===== src/rtl/cpu_pkg.sv =====
// Shared fetch-stage definitions: PC sequencer states, instruction size and
// the default reset vector.
package cpu_pkg;

    typedef enum logic [1:0] {
        BOOT = 2'd0,
        RUN  = 2'd1,
        HALT = 2'd2
    } pc_state_t;

    localparam int INSTR_BYTES       = 4;
    localparam int DEFAULT_RESET_VEC = 0;

endpackage


===== src/rtl/pc_next_sel.sv =====
// Next-PC priority mux (jump > branch > stall > +4) with ROM range and target
// alignment checks. Alignment checking is enabled by PC_ALIGN_CHECK_EN.
module pc_next_sel
    import cpu_pkg::*;
#(
    parameter int ADDR_W     = 32,
    parameter int IMEM_DEPTH = 1024
) (
    input  logic [ADDR_W-1:0] pc_i,
    input  logic              stall_i,
    input  logic              branch_taken_i,
    input  logic [ADDR_W-1:0] branch_target_i,
    input  logic              jump_i,
    input  logic [ADDR_W-1:0] jump_target_i,
    output logic [ADDR_W-1:0] next_addr_o,
    output logic              oob_o,
    output logic              misalign_o
);

`ifdef PC_ALIGN_CHECK_EN
    localparam bit ALIGN_CHECK = 1'b1;
`else
    localparam bit ALIGN_CHECK = 1'b0;
`endif

    // One extra bit so pc+4 from the top of a full address space reads as
    // out of range instead of wrapping to 0.
    localparam logic [ADDR_W:0] LIMIT = (ADDR_W+1)'(IMEM_DEPTH) << 2;

    logic              redirect;
    logic [ADDR_W-1:0] target;
    logic [ADDR_W:0]   cand;

    always_comb begin
        redirect = jump_i | branch_taken_i;
        target   = jump_i ? jump_target_i : branch_target_i;
        cand     = {1'b0, pc_i} + (ADDR_W+1)'(INSTR_BYTES);
        if (redirect) begin
            cand = {1'b0, ALIGN_CHECK ? target : {target[ADDR_W-1:2], 2'b00}};
        end else if (stall_i) begin
            cand = {1'b0, pc_i};
        end
        misalign_o  = ALIGN_CHECK & redirect & (|target[1:0]);
        oob_o       = (cand >= LIMIT);
        next_addr_o = cand[ADDR_W-1:0];
    end

endmodule


===== src/rtl/pc_gen.sv =====
// Instruction-fetch program counter: BOOT -> RUN -> HALT sequencer with sticky
// fault flags. Define PC_ALIGN_CHECK_EN to halt on misaligned redirect targets.
module pc_gen
    import cpu_pkg::*;
#(
    parameter int                ADDR_W     = 32,
    parameter int                IMEM_DEPTH = 1024,
    parameter logic [ADDR_W-1:0] RESET_VEC  = ADDR_W'(DEFAULT_RESET_VEC)
) (
    input  logic              clk,
    input  logic              rst,
    input  logic              stall,
    input  logic              branch_taken,
    input  logic [ADDR_W-1:0] branch_target,
    input  logic              jump,
    input  logic [ADDR_W-1:0] jump_target,
    output logic [ADDR_W-1:0] pc,
    output logic [ADDR_W-1:0] pc_plus4,
    output logic              imem_en,
    output logic              halted,
    output logic              fault_oob,
    output logic              fault_align
);

    pc_state_t         state_q, state_d;
    logic [ADDR_W-1:0] pc_q, pc_d;
    logic              imem_en_q, imem_en_d;
    logic              halted_q, halted_d;
    logic              fault_oob_q, fault_oob_d;
`ifdef PC_ALIGN_CHECK_EN
    logic              fault_align_q, fault_align_d;
`endif

    logic [ADDR_W-1:0] next_addr;
    logic              oob;
    logic              misalign;

    pc_next_sel #(
        .ADDR_W     (ADDR_W),
        .IMEM_DEPTH (IMEM_DEPTH)
    ) u_next_sel (
        .pc_i            (pc_q),
        .stall_i         (stall),
        .branch_taken_i  (branch_taken),
        .branch_target_i (branch_target),
        .jump_i          (jump),
        .jump_target_i   (jump_target),
        .next_addr_o     (next_addr),
        .oob_o           (oob),
        .misalign_o      (misalign)
    );

    always_ff @(posedge clk) begin
        if (rst) begin
            state_q     <= BOOT;
            pc_q        <= RESET_VEC;
            imem_en_q   <= 1'b0;
            halted_q    <= 1'b0;
            fault_oob_q <= 1'b0;
`ifdef PC_ALIGN_CHECK_EN
            fault_align_q <= 1'b0;
`endif
        end else begin
            state_q     <= state_d;
            pc_q        <= pc_d;
            imem_en_q   <= imem_en_d;
            halted_q    <= halted_d;
            fault_oob_q <= fault_oob_d;
`ifdef PC_ALIGN_CHECK_EN
            fault_align_q <= fault_align_d;
`endif
        end
    end

    always_comb begin
        state_d     = state_q;
        pc_d        = pc_q;
        imem_en_d   = imem_en_q;
        halted_d    = halted_q;
        fault_oob_d = fault_oob_q;
`ifdef PC_ALIGN_CHECK_EN
        fault_align_d = fault_align_q;
`endif
        case (state_q)
            BOOT: begin
                // pc already holds RESET_VEC, so the first RUN cycle fetches it.
                state_d   = RUN;
                imem_en_d = 1'b1;
            end
            RUN: begin
                // Alignment is judged first; a faulting fetch leaves pc frozen.
                if (misalign) begin
                    state_d   = HALT;
                    imem_en_d = 1'b0;
                    halted_d  = 1'b1;
`ifdef PC_ALIGN_CHECK_EN
                    fault_align_d = 1'b1;
`endif
                end else if (oob) begin
                    state_d     = HALT;
                    imem_en_d   = 1'b0;
                    halted_d    = 1'b1;
                    fault_oob_d = 1'b1;
                end else begin
                    pc_d = next_addr;
                end
            end
            HALT: begin
            end
            default: begin
                state_d   = HALT;
                imem_en_d = 1'b0;
                halted_d  = 1'b1;
            end
        endcase
    end

    assign pc        = pc_q;
    assign pc_plus4  = pc_q + ADDR_W'(INSTR_BYTES);
    assign imem_en   = imem_en_q;
    assign halted    = halted_q;
    assign fault_oob = fault_oob_q;
`ifdef PC_ALIGN_CHECK_EN
    assign fault_align = fault_align_q;
`else
    assign fault_align = 1'b0;
`endif

endmodule

===== config.mk =====
export PLATFORM = sky130hd
export DESIGN_NAME = pc_gen
export DESIGN_NICKNAME = d
export VERILOG_FILES = /design/src/rtl/cpu_pkg.sv /design/src/rtl/pc_next_sel.sv /design/src/rtl/pc_gen.sv
export SDC_FILE = /design/constraint.sdc
export NUM_CORES = 1
export LEC_CHECK = 0
export CAP_MARGIN = 20
export CORE_MARGIN = 2
export CORE_UTILIZATION = 42
export CTS_CLUSTER_SIZE = 14
export DETAILED_ROUTE_END_ITERATION = 8
export MAX_ROUTING_LAYER = met4
export PLACE_DENSITY = 0.86
export RECOVER_POWER = 25
export SLEW_MARGIN = 20
export SYNTH_ARGS = -nofsm -noshare
export SYNTH_HDL_FRONTEND = slang
export SYNTH_SLANG_ARGS = --single-unit
export TNS_END_PERCENT = 50

===== constraint.sdc =====
create_clock -name clk -period 5 [get_ports clk]
set_input_delay 1.5 -clock clk [delete_from_list [all_inputs] [get_ports clk]]
set_output_delay 1.5 -clock clk [all_outputs]
set_load 0.02 [all_outputs]

==> metrics.md, run 1 <==
| Metric | Value |
|---|---|
| Reg2Reg Depth | 9 |
| Post-Syn Area per Cell | 7.94 um^2 |
| Synthesized instance count | 364 |
| FF-to-FF setup slack | 1590 ps |
| Post-synthesis net count | 434 |
| Max Cap Viol | 0 |
| Leakage | 1.64 nW |
| Reg power frac | 45.4% |
| Setup crit end kind | output port |
| Most repeated library cell on the critical path | nand4_1 |
| Comb power frac | 23.6% |
| Vias | 3341 |
| Final WS setup | 361 ps |
| Place WS | 333 ps |
| Area share of the largest cell type after synthesis | 24.9% |
| DR iter-0 viols | 271 |
| All-Layer GR Usage | 26.8% |
| Placed Cells | 558 |
| Hold path depth | 2 |
| First-pass GRT wire length | 15600 um |
| Power per cell area | 156 mW/mm^2 |
| Worst IR drop on VDD | 0.116 mV |
| Non-Filler Instances | 566 |
| Antenna violations before repair | 0 |
| Post-synth ARST share | 0% |
| Setup violators final | 0 |
| Layout fillers | 577 |
| HPWL Detailed | 7800 um |
| Slew HR | 56.6% |
| Switching Share | 28.7% |
| DR WL met3 | 847 um |
| Antenna viol nets, final | 0 |
| Via/cell ratio | 5.90 |
| Seq cells post-synth | 36 |
| Routed WL per cell | 17.6 um |
| Worst Hold Class | reg2reg |
| DRT met1 WL | 3870 um |
| Crit path max-delay cell type | clkdlybuf4s50_1 |
| Number of H-tree levels | 2 |
| Seq/Total Area, Yosys | 24.9% |
| Final Cell Area | 0.00433 mm^2 |
| Share of layout cells above drive strength 1 | 7.00% |
| RSZ-0062 raised after global routing | false |
| Fmax | 216 MHz |
| Status | completed |
| CTS Root Cell | clkbuf_8 |
| Metal2 WL | 5140 um |
| EDFF count, synth | 0 |
| Distinct cells, synth | 61 |
| Clock transition at path regs | 80 ps |
| WP buf/inv | 2 |
| Cell count along the critical path | 8 |
| FF-to-FF End | pc[11] |
| Setup Total Neg Slack | 0 ps |
| Vias in the first global route | 3244 |
| Router iterations before antenna repair | 4 |
| Post-Syn Area | 0.00289 mm^2 |
| Crit-path cells | ha_1, nand4_1, or3_1, nor2_1, buf_4, nand4_1, xnor2_1, clkdlybuf4s50_1 |
| Largest net degree at the start of global routing | 22 |
| Worst-Margin Slew | 650 ps |
| CP max stage delay | 640 ps |
| Port bufs | 131 |
| Grt ovf | 0 |
| CTS tree | done |
| Minimum clock period | 4640 ps |
| Clock Skews | 8.50 ps |
| Top_reg_cell synth | dfxtp_1 |
| Synth Warn # | 0 |
| Routability cong. | 0.966 |
| Core Area | 0.00672 mm^2 |
| Final Hold Vio Count | 0 |
| Worst EP required | 3500 ps |
| FP Rows | 30 |
| DRC Markers | 0 |
| Max Slew Vio Count | 0 |
| Top delay family on crit path | simple AND/OR/NAND/NOR gates |
| CP max FO | 6 |
| Clk buf depth | 2 |
| Area growth from synthesis to layout | 49.7% |
| Antenna Cells | 0 |
| Pint | 0.480 mW |
| Setup CP Type | reg2out |
| Hold path endpoint | fault_oob |
| Post-CTS setup buffer count | 0 |
| Overall routed net length | 9970 um |
| Top-Level Pins | 137 |
| CTS sink cnt | 36 |
| Critical Path Start Type | flop |
| Arrival time at the worst endpoint | 3140 ps |
| Skew-Pair Late Insertion Delay | 290 ps |
| Hold Buf Count CTS | 0 |
| Starting Density | 43.0% |
| Crit share post-route | 92.8% |
| Die Y | 87.0 um |
| Die area | 0.00756 mm^2 |
| Clock Power Share | 31.0% |
| R2R Path Start | pc[4] |
| DP Area | 0.00424 mm^2 |
| Area leader, netlist | dfxtp_1 |
| Highest Signal Layer | met4 |
| Min-delay src | fault_oob |
| Psw | 0.193 mW |
| Die X | 87.0 um |
| Top post-synthesis cells by area | dfxtp_1 (25%), xnor2_1 (8.5%), xor2_1 (5.5%), nand4_1 (4.5%), nor3b_1 (4.4%) |
| CTS Buf Count | 5 |
| # nets final | 555 |
| PostCTS Resize Cnt | 0 |
-- metal layers --
metal,global-route usage [%],vias to the layer above
met5,-,-
met4,7.81,0
met3,5.12,8
met2,48.4,183
met1,29.8,1563
li1,-,1587
-- cells in the mapped netlist (7+ instances only) --
library cell / n
xor2_1: 18
buf_4: 8
clkbuf_1: 10
nor4_1: 11
buf_2: 9
nand2_1: 28
nand4_1: 21
xnor2_1: 28
o21ai_0: 10
inv_1: 9
nor3b_1: 17
nor2_1: 32
nor2b_1: 7
nor3_1: 15
or4_1: 7
nand3_1: 15
dfxtp_1: 36
-- sequential cells by signal, indices dropped and copies added (netlist names) --
register,cells
pc,32
state_q,2
fault_oob,1
halted,1
-- kinds of logic after synthesis --
logic type	count (synthesis)	share of synthesized area, %
fa+ha+maj	1	0.433
mux	9	3.64
compound gates	58	14.7
flops	36	24.9
xor+xnor	46	13.9
simple gates	175	35.8
other cells	1	0.130
buf+inv	38	6.41
-- stage by stage --
step                util, %  hold slack [ps]  total power [mW]
CTS                    64.4              470             0.677
global route           64.4              489             0.702
global placement       63.1              446             0.469
floorplan                 -              452             0.383
finish                 64.4              464             0.674
detailed placement     63.1              459             0.472
-- layout by cell type (no fill, tap or decap), drive strengths merged, types with 2 or more instances in the layout --
| master | instances |
|---|---|
| a211oi | 4 |
| nor2b | 7 |
| or4 | 7 |
| o311a | 3 |
| dfxtp | 36 |
| nor3 | 16 |
| mux2 | 3 |
| or3 | 4 |
| nor2 | 32 |
| clkdlybuf4s50 | 106 |
| inv | 9 |
| clkbuf | 7 |
| nor4b | 3 |
| xnor2 | 28 |
| nor4 | 12 |
| xor2 | 18 |
| o22ai | 7 |
| a21oi | 6 |
| a31oi | 2 |
| and3 | 3 |
| a21o | 4 |
| dlygate4sd3 | 25 |
| nand3 | 16 |
| or2 | 2 |
| o21a | 2 |
| nand2 | 28 |
| buf | 12 |
| mux2i | 6 |
| a41oi | 2 |
| o31ai | 3 |
| nor3b | 17 |
| and4 | 2 |
| o21ai | 13 |
| nand4 | 23 |
-- how the worst max path moves through the flow --
stage | start | end
after floorplan | stall | pc[11]
after global placement | stall | pc[11]
after detailed placement | jump | pc[11]
after CTS | pc[2] | pc_plus4[30]
after global routing | pc[3] | pc_plus4[28]
final | pc[2] | pc_plus4[28]
-- layout make-up --
type / count / area [um^2] / area share [%]
Clock buffer: 7 / 76.3 / 1.76
Clock inverter: 1 / 8.76 / 0.202
Inverter: 9 / 33.8 / 0.781
Multi-Input combinational cell: 290 / 1980 / 45.9
Sequential cell: 36 / 721 / 16.7
Tap cell: 80 / 100 / 2.31
Timing Repair Buffer: 143 / 1400 / 32.4
-- worst min-delay path, delay by kind of cell (launching register included) --
family	cells	cell delay, ps
AO/OA/AOI/OAI	1	50
buffers and inverters	1	50
flip-flops	1	320
-- power by group through the flow --
stage	clock [mW]	sequential (mW)	combinational [mW]
detailed placement	0	0.313	0.159
global placement	0	0.312	0.157
floorplan	0	0.312	0.0710
global route	0.224	0.307	0.170
CTS	0.212	0.306	0.160
finish	0.209	0.306	0.159
Power figures use the tool's default switching activity.
==> run 2, diff against run 1 <==
Settings changed: CORE_MARGIN 2 to not set.
==> run 2 against run 1 <==
The run now ends with DRC left. Global-route usage rose by 0.28 points. Clock power rose by 5%. Non-clock buffer count rose by 8. Die area fell by 4.5%. Critical path depth rose by 2. Sequential power barely moved. Clock skew fell by 1.1 ps. Flip-flop and latch count did not move. Via count fell by 0.15%. Core utilization rose by 3.5 points. Count of clock-buffer cells in the layout fell by 1. Power rose by 1.9%. Critical endpoint is now pc[29].
==> metrics.md, run 2 (same netlist as run 1, synthesis figures left out) <==
| Metric | Value |
|---|---|
| Status | complete, but fails checks |
| Failing checks | DRC |
| Largest net degree at the start of global routing | 22 (unchanged) |
| Die X | 85.0 um (-2.3%) |
| # nets final | 563 (+1.4%) |
| Vias | 3336 (-0.15%) |
| Skew-Pair Late Insertion Delay | 280 ps (about the same) |
| Clk buf depth | 2 (unchanged) |
| Slew HR | 34.3% (-22 points) |
| Antenna viol nets, final | 0 (unchanged) |
| Final core utilization | 67.8% (+3.5 points) |
| Arrival time at the worst endpoint | 4780 ps (+1640 ps) |
| Final Hold Vio Count | 0 (unchanged) |
| Number of H-tree levels | 2 (unchanged) |
| Leakage | 1.68 nW (+2.9%) |
| RSZ-0062 raised after global routing | false |
| Post-CTS setup buffer count | 0 (unchanged) |
| Setup Total Neg Slack | 0 ps (unchanged) |
| Crit-path cells | clkdlybuf4s50_1, nand4b_4, or3_1, a221o_1, o22ai_2, nor4b_4, o211ai_2, nor3_4, buf_4, nor3b_1 |
| Max Slew Vio Count | 0 (unchanged) |
| CTS Root Cell | clkbuf_8 |
| CTS Buf Count | 5 (unchanged) |
| Die area | 0.00722 mm^2 (-4.5%) |
| Worst EP required | 5140 ps (+1640 ps) |
| Setup crit end kind | flop |
| Non-Filler Instances | 571 (+0.88%) |
| Hold Buf Count CTS | 0 (unchanged) |
| Worst hold margin | 459 ps (-5.24 ps) |
| HPWL Detailed | 7600 um (-2.6%) |
| First-pass GRT wire length | 15300 um (-2.4%) |
| Core Area | 0.00649 mm^2 (-3.3%) |
| Fmax | 216 MHz (about the same) |
| Antenna Cells | 0 (unchanged) |
| PostCTS Resize Cnt | 0 (unchanged) |
| Antenna violations before repair | 0 (unchanged) |
| Commonest non-fill, non-tap cell in the layout | clkdlybuf4s50_1 |
| Max Cap Viol | 0 (unchanged) |
| Worst Hold Class | reg2reg |
| Router iterations before antenna repair | 9 (+5) |
| Layout fillers | 570 (-1.2%) |
| Worst IR drop on VDD | 0.172 mV (+47%) |
| CP max stage delay | 840 ps (+200 ps) |
| Placed Cells | 563 (+0.90%) |
| Clock transition at path regs | 80 ps (about the same) |
| FP Rows | 29 (-3.3%) |
| Share of layout cells above drive strength 1 | 8.91% (+1.9 points) |
| Crit share post-route | 92.7% (about the same) |
| Setup CP Type | in2reg |
| Vias in the first global route | 3067 (-5.5%) |
| Critical Path Start Type | primary input |
| Routed WL per cell | 16.9 um (-4.2%) |
| Minimum clock period | 4640 ps (-2.30 ps) |
| Setup violators final | 0 (unchanged) |
| Grt ovf | 0 (unchanged) |
| Top-Level Pins | 137 (unchanged) |
| Area growth from synthesis to layout | 52.5% |
| CP max FO | 21 (+15) |
| Die Y | 85.0 um (-2.3%) |
| DRC Markers | 14 (+14) |
| All-Layer GR Usage | 27.1% (+0.28 points) |
| Commonest non-fill, non-tap cells in the layout | clkdlybuf4s50_1 (106), dfxtp_1 (36), nor2_1 (32) |
| Overall routed net length | 9640 um (-3.4%) |
| Power per cell area | 156 mW/mm^2 (about the same) |
| Max reg flops | 32 (unchanged) |
| Worst-Margin Slew | 983 ps (+333 ps) |
| Routability cong. | 0.972 (+0.60%) |
| Port bufs | 131 (unchanged) |
| Clock Skews | 7.36 ps (-1.14 ps) |
| CTS tree | done |
| Via/cell ratio | 5.84 (-1.0%) |
| Total power | 0.687 mW (+1.9%) |
| Crit path max-delay cell type | nor3_4 |
| DR iter-0 viols | 303 (+12%) |
| Starting Density | 44.5% (+1.5 points) |
| CTS sink cnt | 36 (unchanged) |
run 2: cell count changes in the layout (fill, tap and decap cells not counted), sizes merged:
cell	before	now
buf	12	20
clkinvlp	0	2
clkbuf	7	6
clkinv	1	0
run 2: final timing paths:
| path | slack (ps) | from | cells after the start | end |
|---|---|---|---|---|
| worst min register to register | 460 | fault_oob | 2 | fault_oob |
| worst max-delay path | 360 | stall | 10 | pc[29] |
| worst max register to register | 1260 | pc[2] | 10 | pc[29] |
| worst min-delay path | 460 | fault_oob | 2 | fault_oob |
run 2: routing by layer:
layer / vias to the layer above / share of wire [%] / track usage [%]
met5: - / 0 / -
met3: 10 / 8.7 / 4.57
li1: 1607 / - / -
met1: 1550 / 44 / 35.6
met2: 169 / 46 / 43.0
met4: 0 / 1.5 / 7.55
run 2: layout make-up:
class                           count  area [um^2]  area share, %
Tap cell                           77         96.3           2.19
Sequential cell                    36          721           16.4
Multi-Input combinational cell    290         1980           45.0
Inverter                            9         33.8          0.767
Clock inverter                      2         15.0          0.341
Clock buffer                        6         82.6           1.87
Timing Repair Buffer              151         1470           33.4
run 2: worst max-delay path, delay by kind of cell:
| kind | cells | cell delay, ps |
|---|---|---|
| simple gates | 5 | 1800 |
| buf+inv | 2 | 760 |
| compound gates | 3 | 710 |
run 2: through the flow:
stage	cell area (um^2)	setup slack, ps
after global routing	4410	144
after floorplan	2890	977
final	4410	364
after CTS	4410	383
after global placement	4310	126
after detailed placement	4310	95.4
run 2: where the power goes:
part           internal [mW]  switching (mW)
Sequential             0.293          0.0120
Combinational         0.0891          0.0720
Clock                  0.112           0.109
